`config.mk`:
```
export PLATFORM = sky130hd
export DESIGN_NAME = rs_entry_array
export DESIGN_NICKNAME = d
export VERILOG_FILES = /design/src/rtl/rs_entry_array_pkg.sv /design/src/rtl/rs_entry_array_free_slot_finder.sv /design/src/rtl/rs_entry_array.sv
export SDC_FILE = /design/constraint.sdc
export NUM_CORES = 1
export LEC_CHECK = 0
export CORE_MARGIN = 10
export CORE_UTILIZATION = 34
export DETAILED_ROUTE_END_ITERATION = 16
export DONT_BUFFER_PORTS = 1
export MAX_ROUTING_LAYER = met4
export SYNTH_ARGS = -nofsm -noshare
export SYNTH_HDL_FRONTEND = slang
export SYNTH_SLANG_ARGS = --single-unit
```
`constraint.sdc`:
```
create_clock -name clk -period 16.1 [get_ports clk]
set_input_delay 4.025 -clock clk [delete_from_list [all_inputs] [get_ports clk]]
set_output_delay 4.025 -clock clk [all_outputs]
set_load 0.01 [all_outputs]
```
`src/rtl/rs_entry_array_pkg.sv`:
```
// Shared types and widths for the reservation-station entry array.
package rv32i_types;

  localparam int unsigned PHYS_W = 6;
  localparam int unsigned ROB_W  = 5;
  localparam int unsigned OP_W   = 4;

  typedef struct packed {
    logic              valid;
    logic [OP_W-1:0]   op;
    logic [PHYS_W-1:0] rs1;
    logic              rs1_rdy;
    logic [PHYS_W-1:0] rs2;
    logic              rs2_rdy;
    logic [PHYS_W-1:0] rd;
    logic [ROB_W-1:0]  rob;
  } rs_entry_t;

  typedef struct packed {
    logic              valid;
    logic [OP_W-1:0]   op;
    logic [PHYS_W-1:0] rs1;
    logic [PHYS_W-1:0] rs2;
    logic [PHYS_W-1:0] rd;
    logic [ROB_W-1:0]  rob;
  } rs_issue_t;

  // Distance from the ROB head; wraps naturally at ROB_W bits.
  function automatic logic [ROB_W-1:0] rob_age(input logic [ROB_W-1:0] x,
                                               input logic [ROB_W-1:0] head);
    return x - head;
  endfunction

endpackage

```
`src/rtl/rs_entry_array_free_slot_finder.sv`:
```
// Lowest-index free-entry encoder for the reservation station.
module rs_free_slot_finder #(
  parameter int unsigned DEPTH = 8,
  localparam int unsigned IDX_W = $clog2(DEPTH)
) (
  input  logic [DEPTH-1:0] valid_bits,
  output logic [IDX_W-1:0] idx,
  output logic             any_free
);

  always_comb begin
    idx      = '0;
    any_free = 1'b0;
    for (int i = int'(DEPTH) - 1; i >= 0; i--) begin
      if (!valid_bits[i]) begin
        idx      = IDX_W'(i);
        any_free = 1'b1;
      end
    end
  end

endmodule

```
`src/rtl/rs_entry_array.sv`:
```
// Reservation-station entry storage with CDB wakeup, flush kill and a one-deep issue register.
// Optional macro RS_BYPASS_WAKEUP_EN adds same-cycle CDB wakeup into ready_bits.
module rs_entry_array
  import rv32i_types::*;
#(
  parameter int unsigned RS_DEPTH = 8,
  localparam int unsigned IDX_W = $clog2(RS_DEPTH)
) (
  input  logic                clk,
  input  logic                rst,
  input  logic                disp_valid,
  output logic                disp_ready,
  input  logic [OP_W-1:0]     disp_op,
  input  logic [PHYS_W-1:0]   disp_rs1,
  input  logic [PHYS_W-1:0]   disp_rs2,
  input  logic                disp_rs1_rdy,
  input  logic                disp_rs2_rdy,
  input  logic [PHYS_W-1:0]   disp_rd,
  input  logic [ROB_W-1:0]    disp_rob,
  input  logic                cdb_valid,
  input  logic [PHYS_W-1:0]   cdb_tag,
  input  logic                flush,
  input  logic [ROB_W-1:0]    flush_rob,
  input  logic [ROB_W-1:0]    rob_head,
  output logic [RS_DEPTH-1:0] ready_bits,
  output logic [RS_DEPTH-1:0] valid_bits,
  output logic                wen,
  output logic [IDX_W-1:0]    insert_idx,
  output logic                issue_slot_free,
  input  logic                sel_grant,
  input  logic [IDX_W-1:0]    sel_idx,
  output logic                iss_valid,
  input  logic                iss_ready,
  output logic [OP_W-1:0]     iss_op,
  output logic [PHYS_W-1:0]   iss_rs1,
  output logic [PHYS_W-1:0]   iss_rs2,
  output logic [PHYS_W-1:0]   iss_rd,
  output logic [ROB_W-1:0]    iss_rob
);

  rs_entry_t ent_q [RS_DEPTH];
  rs_entry_t ent_d [RS_DEPTH];
  rs_issue_t iss_q, iss_d;

  logic [RS_DEPTH-1:0] occ, kill, match1, match2;
  logic [ROB_W-1:0]    flush_age;
  logic                any_free, grant_ok;

  rs_free_slot_finder #(
    .DEPTH(RS_DEPTH)
  ) u_finder (
    .valid_bits(occ),
    .idx       (insert_idx),
    .any_free  (any_free)
  );

  always_comb begin
    flush_age = rob_age(flush_rob, rob_head);
    for (int i = 0; i < int'(RS_DEPTH); i++) begin
      occ[i]        = ent_q[i].valid;
      match1[i]     = cdb_valid && (cdb_tag == ent_q[i].rs1);
      match2[i]     = cdb_valid && (cdb_tag == ent_q[i].rs2);
      kill[i]       = flush && occ[i] && (rob_age(ent_q[i].rob, rob_head) > flush_age);
      valid_bits[i] = occ[i] && !kill[i];
`ifdef RS_BYPASS_WAKEUP_EN
      ready_bits[i] = occ[i] && (ent_q[i].rs1_rdy || match1[i]) && (ent_q[i].rs2_rdy || match2[i]);
`else
      ready_bits[i] = occ[i] && ent_q[i].rs1_rdy && ent_q[i].rs2_rdy;
`endif
    end
  end

  assign disp_ready      = any_free && !flush;
  assign wen             = disp_valid && disp_ready;
  assign issue_slot_free = !iss_q.valid || iss_ready;
  // A grant on an entry being killed by this flush is dropped.
  assign grant_ok        = sel_grant && !kill[sel_idx];

  always_comb begin
    ent_d = ent_q;
    for (int i = 0; i < int'(RS_DEPTH); i++) begin
      if (occ[i]) begin
        if (match1[i]) ent_d[i].rs1_rdy = 1'b1;
        if (match2[i]) ent_d[i].rs2_rdy = 1'b1;
      end
      if (kill[i] || (sel_grant && (sel_idx == IDX_W'(i)))) ent_d[i].valid = 1'b0;
      if (wen && (insert_idx == IDX_W'(i))) begin
        ent_d[i].valid   = 1'b1;
        ent_d[i].op      = disp_op;
        ent_d[i].rs1     = disp_rs1;
        ent_d[i].rs1_rdy = disp_rs1_rdy || (cdb_valid && (cdb_tag == disp_rs1));
        ent_d[i].rs2     = disp_rs2;
        ent_d[i].rs2_rdy = disp_rs2_rdy || (cdb_valid && (cdb_tag == disp_rs2));
        ent_d[i].rd      = disp_rd;
        ent_d[i].rob     = disp_rob;
      end
    end

    iss_d = iss_q;
    if (iss_q.valid && iss_ready) iss_d.valid = 1'b0;
    if (flush && iss_q.valid && (rob_age(iss_q.rob, rob_head) > flush_age)) iss_d.valid = 1'b0;
    if (grant_ok) begin
      iss_d.valid = 1'b1;
      iss_d.op    = ent_q[sel_idx].op;
      iss_d.rs1   = ent_q[sel_idx].rs1;
      iss_d.rs2   = ent_q[sel_idx].rs2;
      iss_d.rd    = ent_q[sel_idx].rd;
      iss_d.rob   = ent_q[sel_idx].rob;
    end
  end

  always_ff @(posedge clk) begin
    if (rst) begin
      for (int i = 0; i < int'(RS_DEPTH); i++) ent_q[i] <= '0;
      iss_q <= '0;
    end else begin
      ent_q <= ent_d;
      iss_q <= iss_d;
    end
  end

  assign iss_valid = iss_q.valid;
  assign iss_op    = iss_q.op;
  assign iss_rs1   = iss_q.rs1;
  assign iss_rs2   = iss_q.rs2;
  assign iss_rd    = iss_q.rd;
  assign iss_rob   = iss_q.rob;

  grant_needs_slot: assert property (@(posedge clk) disable iff (rst)
    sel_grant |-> issue_slot_free);
  grant_needs_ready: assert property (@(posedge clk) disable iff (rst)
    sel_grant |-> ready_bits[sel_idx]);

endmodule

```
==> results of run 1 <==
## flip-flops by register name (all words and copies together) (netlist names)
register,count
ent_q,240
iss_op,4
iss_rd,6
iss_rob,5
iss_rs1,6
iss_rs2,6
iss_valid,1
## synth_stat cells, types with 15 or more instances
library cell,n
clkbuf_2,15
a21oi_1,232
nor4_1,16
xor2_1,77
ha_1,69
nor2_1,63
a21o_1,16
inv_1,58
a211oi_1,25
a211oi_2,19
xnor2_1,84
o21ai_0,21
mux4_2,54
dfxtp_1,268
clkbuf_1,120
nor2b_1,40
nand2_1,415
a221oi_1,27
mux2i_1,30
## worst paths after layout
check,depth (start not counted),start,slack [ns],to
worst max register to register,16,ent_q[0],11.51,iss_rd[3]
worst min-delay path,2,ent_q[176],0.45,ent_q[176]
worst max-delay path,11,rob_head[2],5.04,valid_bits[2]
worst min register to register,2,ent_q[176],0.45,ent_q[176]
## report_power, final
group,internal [mW],switching (mW),total (mW)
clock,0.429,0.287,0.716
combinational,0.0887,0.111,0.199
sequential,0.674,0.0140,0.688
## final cells by class
class                   count  area, um^2
clock inverters            11       176.4
multi-input cells        1315        9123
inverters                  58       217.7
flip-flops and latches    268        5365
well taps                 592       740.7
repair buffers             17       127.6
fillers                  4498       27720
clock buffers              42       844.6
## cell families after synthesis
kind of cell | count (synthesis) | share of synthesized area [%]
mux | 85 | 9.998
xor+xnor | 163 | 9.515
buf+inv | 207 | 5.462
compound gates | 393 | 16.37
flops | 268 | 35.11
fa+ha+maj | 81 | 7.091
simple gates | 593 | 16.45
## per-layer routing
| layer | up-vias | GRT usage, % | part of all wire [%] |
|---|---|---|---|
| met3 | 77 | 4.031 | 8.2 |
| li1 | 5951 | - | - |
| met4 | 0 | 5.493 | 2.7 |
| met2 | 440 | 30.42 | 47 |
| met1 | 6109 | 23.58 | 42 |
| met5 | - | - | 0 |
## through the flow
step	instance area (um^2)	util (%)
6_report	16590	37.44
5_1_grt	16590	37.44
4_1_cts	16590	37.44
3_5_place_dp	15570	35.14
3_3_place_gp	15570	35.14
2_1_floorplan	15280	-
## worst reg2reg max path, stage by stage (launching register included)
cell      delay (ns)
dfxtp_1         0.37
inv_1           0.08
ha_1            0.15
inv_1           0.09
fa_1            0.41
a21o_1          0.18
a21oi_1         0.20
xnor2_1         0.19
ha_1            0.29
nor3b_1         0.15
a21oi_1         0.16
o21ai_0         0.12
a311oi_1        0.61
a2111o_1        0.20
buf_4           0.40
and2_4          0.68
a211oi_1        0.17
==> summary.md, run 1 <==
| Metric | Value |
|---|---|
| Status | completed |
| Area share of the largest cell type after synthesis | around a third |
| PnR worst setup slack | slightly above 5 ns |
| Die X | roughly 230 um |
| Max Cap Viol | 0 |
| Initial antenna violation count | 0 |
| IO Port Bufs | 0 |
| Vias per cell | roughly 5.5 |
| Pre-CTS WS | approximately 5.0 ns |
| Maximum VDD drop | 0.07546 mV |
| Drt first pass iters | 7 |
| Post-CTS Resized | 0 |
| Final-report max-slew violation count | 0 |
| Worst Skew | approximately 0.016 ns |
| Flops & latches, synth | 268 |
| Setup_tns | 0 ns |
| H-tree depth | 1 |
| Die Area | between 50000 and 60000 um^2 |
| Drt wl/cell | approximately 22 um |
| Max Root-Sink Buffers | 3 |
| Largest fanout on the critical path | 10 |
| Share of the yosys chip area belonging to registers | 35.11% |
| Ys Warns | 0 |
| CP cell instances | inv_1 -> ha_1 -> a21o_1 -> a21oi_1 -> xnor2_1 -> buf_4 -> ha_1 -> o21ai_0 -> nor3_1 -> a311oi_1 -> and2_1 |
| Bufs and invs on worst path | 2 |
| PwrDens | a little under 100 nW/um^2 |
| Slew HR | between 20% and 30% |
| GRT Total Usage | 18.94% |
| GP Congestion | between 0.8 and 0.9 |
| Cts bufs inserted | 29 |
| Drt total wl | between 50000 and 60000 um |
| Largest area contributor in the netlist | dfxtp_1 |
| Top-Level Pins | approximately 110 |
| Crit path top cell by count | ha_1 |
| DR iter-0 viols | around 940 |
| Clk root buf | clkbuf_16 |
| WP data required | about 12 ns |
| Slowest stage cell, crit path | inv_1 |
| Placed cell count | 2250 |
| Setup crit start kind | input port |
| WHS | 0.4517 ns |
| Final setup fails | 0 |
| Ant diodes | 0 |
| Mean Syn Cell Area | 8.536 um^2 |
| Fin crit share | 68.67% |
| Hpwl dp | between 30000 and 40000 um |
| Area contributors post-synth | dfxtp_1 35%, nand2_1 10%, mux4_2 8.0% |
| CP arrival | ~7.0 ns |
| Pleak | roughly 5.8 nW |
| Routed Antenna Nets | 0 |
| Layout Area Growth over Synthesis | 8.607% |
| CP top delay family | compound AO/OA/AOI/OAI gates |
| DIE HEIGHT | 232.0 um |
| Syn Nets | approximately 1900 |
| CTS hold repair buffers | 0 |
| Largest net degree at the start of global routing | around 270 |
| Predominant post-synthesis flop cell | dfxtp_1 |
| Starting Density | around a third |
| CTS Sinks | around 270 |
| Unrepaired setup endpoints after global routing | false |
| First-pass GRT wire length | 77020 um |
| Slowest stage delay, CP | ~0.37 ns |
| Via count | 12577 |
| Tot Pwr | about 1.6 mW |
| # Post-CTS Setup Buffers | 0 |
| Hold WC Path Type | flip-flop to flip-flop |
| Core footprint | about 44000 um^2 |
| Critical Path Sink Type | primary output |
| Nets | around 1800 |
| Hold Fails Final Rpt | 0 |
| Critical path class | input port to primary output |
| Final Non-Filler Cells | 2303 |
| Fmax | around 0.090 GHz |
| Clk slew on worst S/H paths | around 0.060 ns |
| Fraction of layout cells with a size suffix above 1 | slightly below 9% |
| Cells after synthesis | 1790 |
| Grt total ovfl | 0 |
| Async SR Flop Fraction | 0% |
| Number of synthesized flops with an enable pin | 0 |
| Worst-skew pair later-pin latency | about 0.58 ns |
| Yosys cell types | 63 |
| Worst Max-Slew Pin Slew | 1.057 ns |
| Most frequent cells in the layout | 413 x nand2_1, 268 x dfxtp_1, 232 x a21oi_1, 84 x xnor2_1, 77 x xor2_1 |
| Mapped Area | 15280 um^2 |
| Vias in the first global route | between 10000 and 15000 |
| Tmin final | between 10 and 15 ns |
| Commonest non-fill, non-tap cell in the layout | nand2_1 |
| TritonCTS clock tree | built |
| DRC | 0 |
| Number of cell rows | 77 |
Power figures use the tool's default switching activity.
==> run 2: changes to the inputs <==
- ABC_AREA: default -> 1
- clock period: 16.1 -> 8.94 ns (I/O delays scaled with it)
==> run 2 against run 1 <==
  * Via count increased by 17%
  * First-iteration DRC count increased by 58%
  * Clock skew increased by 0.0073 ns
  * Die area decreased by 1.6%
  * Critical path type unchanged
  * Largest cell class unchanged
  * Critical endpoint is now valid_bits[3]
  * Global-route usage increased by 3.0 points
  * Hold slack got worse by 0.0078 ns
  * Largest power group unchanged
  * Combinational power increased by 120%
  * Final area decreased by 1.3%
  * Setup slack got worse by 3.1 ns
  * Highest routed layer unchanged
  * Sequential share of layout area increased by 0.42 points
==> summary.md, run 2 <==
| Metric | Value |
|---|---|
| # Post-CTS Setup Buffers | 0 |
| Worst reg-to-reg path cell count | 10 |
| Critical path class | input port to primary output |
| Hold Fails Final Rpt | 0 |
| Number of synthesized flops with an enable pin | 0 |
| FF-to-FF Start | ent_q[119] |
| Commonest non-fill, non-tap cell in the layout | nand2_1 |
| H-tree depth | 1 |
| Grt total ovfl | 0 |
| Mean Syn Cell Area | slightly above 7 um^2 |
| Fmax | 0.1428 GHz |
| Largest area contributor in the netlist | dfxtp_1 |
| TritonCTS clock tree | built |
| Sw Pwr | between 0.8 and 0.9 mW |
| Share of the yosys chip area belonging to registers | 35.75% |
| Hold WC Path Type | flip-flop to flip-flop |
| Status | completed |
| Net Sw Frac | between 20 and 30% |
| Worst-skew pair later-pin latency | roughly 0.58 ns |
| IO Port Bufs | 0 |
| Pre-CTS WS | around 2.0 ns |
| Drt first pass iters | 5 |
| Tot Pwr | 2.937 mW |
| Core footprint | between 40000 and 50000 um^2 |
| Final Non-Filler Cells | ~2700 |
| Cells after synthesis | ~2100 |
| GP Congestion | around 0.95 |
| Routed Antenna Nets | 0 |
| Vias per cell | approximately 5.5 |
| Placed cell count | 2602 |
| Nets | roughly 2200 |
| Largest fanout on the critical path | 12 |
| Largest net degree at the start of global routing | 79 |
| Largest register by flop count | ent_q |
| Vias in the first global route | roughly 14000 |
| Area share of the largest cell type after synthesis | 35.75% |
| Top-Level Pins | 105 |
| Starting Density | around a third |
| First-pass GRT wire length | about 88000 um |
| DRC | 0 |
| Max Root-Sink Buffers | 3 |
| CTS hold repair buffers | 0 |
| GRT Total Usage | 21.93% |
| Cts bufs inserted | 30 |
| Ys Warns | 0 |
| Async SR Flop Fraction | 0% |
| CTS Sinks | about 270 |
| DR iter-0 viols | between 1000 and 1500 |
| Worst Skew | 0.02354 ns |
| PwrDens | roughly 180 nW/um^2 |
| Fin util | 37.78% |
| Layout Area Growth over Synthesis | 9.171% |
| Power share of the sequential group | between 40% and 50% |
| Slew HR | 26.06% |
| Setup_tns | 0 ns |
| Number of cell rows | 76 |
| Flops & latches, synth | 268 |
| Final setup fails | 0 |
| Top cells by count, synth | 324 x nand2_1, 294 x a21oi_1, 268 x dfxtp_1 |
| Post-CTS Resized | 0 |
| Fraction of layout cells with a size suffix above 1 | under 10% |
| Area contributors post-synth | dfxtp_1 36%, a21oi_1 9.8%, nand2_1 8.1% |
| Die Area | 52940 um^2 |
| Fillers | 4585 |
| Top-count cell post-synth | nand2_1 |
| Predominant post-synthesis flop cell | dfxtp_1 |
| Unrepaired setup endpoints after global routing | false |
| Flop-to-flop setup slack | 5.19 ns |
| Hold Path Depth | 2 |
| Maximum VDD drop | roughly 0.15 mV |
| Max reg flops | 240 |
| Worst R2R End | ent_q[151] |
| Tmin final | approximately 7.0 ns |
| PnR worst setup slack | ~1.9 ns |
| Clock power share | 43.0% |
| Comb pwr share | roughly 15% |
| Initial antenna violation count | 1 |
| Clk slew on worst S/H paths | roughly 0.06 ns |
| Via count | about 15000 |
| DIE HEIGHT | about 230 um |
| Pleak | around 6.3 nW |
| Max Cap Viol | 0 |
| Syn Nets | between 2000 and 2500 |
| Final-report max-slew violation count | 0 |
| Hpwl dp | around 40000 um |
| Worst hold endpoint | ent_q[186] |
| Die X | 230.1 um |
| Mapped Area | 15010 um^2 |
| WP data required | around 6.7 ns |
| Drt wl/cell | between 20 and 25 um |
| Worst Min Path Start | ent_q[186] |
| Drt total wl | ~59000 um |
| Setup crit start kind | input port |
| Most frequent cells in the layout | 322 x nand2_1, 294 x a21oi_1, 268 x dfxtp_1, 226 x inv_1, 215 x o21ai_0 |
| Worst Max-Slew Pin Slew | 1.108 ns |
| Fin crit share | between 70% and 80% |
| CP arrival | around 4.8 ns |
| Clk root buf | clkbuf_16 |
| Internal | between 2 and 2.5 mW |
| Critical Path Sink Type | primary output |
| Yosys cell types | 46 |
==> run 2: area by class of cell <==
type	count	area (um^2)	share of cell area, %
Antenna cell	1	2.502	0.01527
Sequential cell	268	5365	32.75
Timing Repair Buffer	25	187.7	1.146
Tap cell	585	732.0	4.468
Multi-Input combinational cell	1489	8214	50.14
Inverter	235	884.6	5.399
Clock buffer	42	875.8	5.346
Clock inverter	11	121.4	0.7408
==> run 2: worst max path at each step <==
stage	start	endpoint	slack, ns	depth (start not counted)
2_1_floorplan	flush_rob[0]	valid_bits[3]	1.89	15
3_3_place_gp	flush_rob[0]	valid_bits[3]	1.96	16
3_5_place_dp	flush_rob[0]	valid_bits[3]	1.95	16
4_1_cts	flush_rob[0]	valid_bits[3]	1.94	16
5_1_grt	flush_rob[0]	valid_bits[1]	1.70	16
6_report	flush_rob[0]	valid_bits[3]	1.94	16
==> run 2: metal layers <==
metal / GRT usage (%) / up-vias / wire length, um
li1: - / 7047 / -
met1: 28.41 / 6863 / 25340
met2: 33.59 / 668 / 26290
met3: 4.617 / 111 / 5442
met4: 6.865 / 0 / 2027
met5: - / - / 0
==> run 2: power groups by stage <==
stage,clock (mW),sequential [mW],combinational (mW)
floorplan,0,1.26,0.326
global placement,0,1.27,0.419
detailed placement,0,1.27,0.425
CTS,1.27,1.24,0.427
global route,1.32,1.25,0.483
finish,1.26,1.24,0.431
==> run 2: cell families (layout without fill, tap and decap cells) <==
kind of cell | count (synthesis) | count (layout) | synth area share [%]
compound gates | 673 | 673 | 25.01
xor+xnor | 64 | 64 | 3.735
simple gates | 673 | 673 | 18.75
other cells | 0 | 1 | 0
flops | 268 | 268 | 35.75
buf+inv | 373 | 313 | 9.663
fa+ha+maj | 79 | 79 | 7.087
==> run 2: per-stage QoR <==
step	cell area, um^2	hold slack, ns
after global placement	15380	0.4325
after floorplan	15010	0.4233
after CTS	16380	0.4475
after detailed placement	15380	0.4383
final	16380	0.4439
after global routing	16380	0.4601
==> run 2: critical path: stages <==
cell	delay, ns
inv_1	0.03
buf_4	0.19
ha_1	0.17
inv_1	0.06
fa_1	0.40
a21oi_1	0.14
nor2_1	0.05
nor2_1	0.17
xor2_1	0.17
buf_4	0.23
ha_1	0.27
nand2_1	0.08
nor2_2	0.05
a21oi_1	0.12
o21ai_1	0.09
a21oi_1	0.30
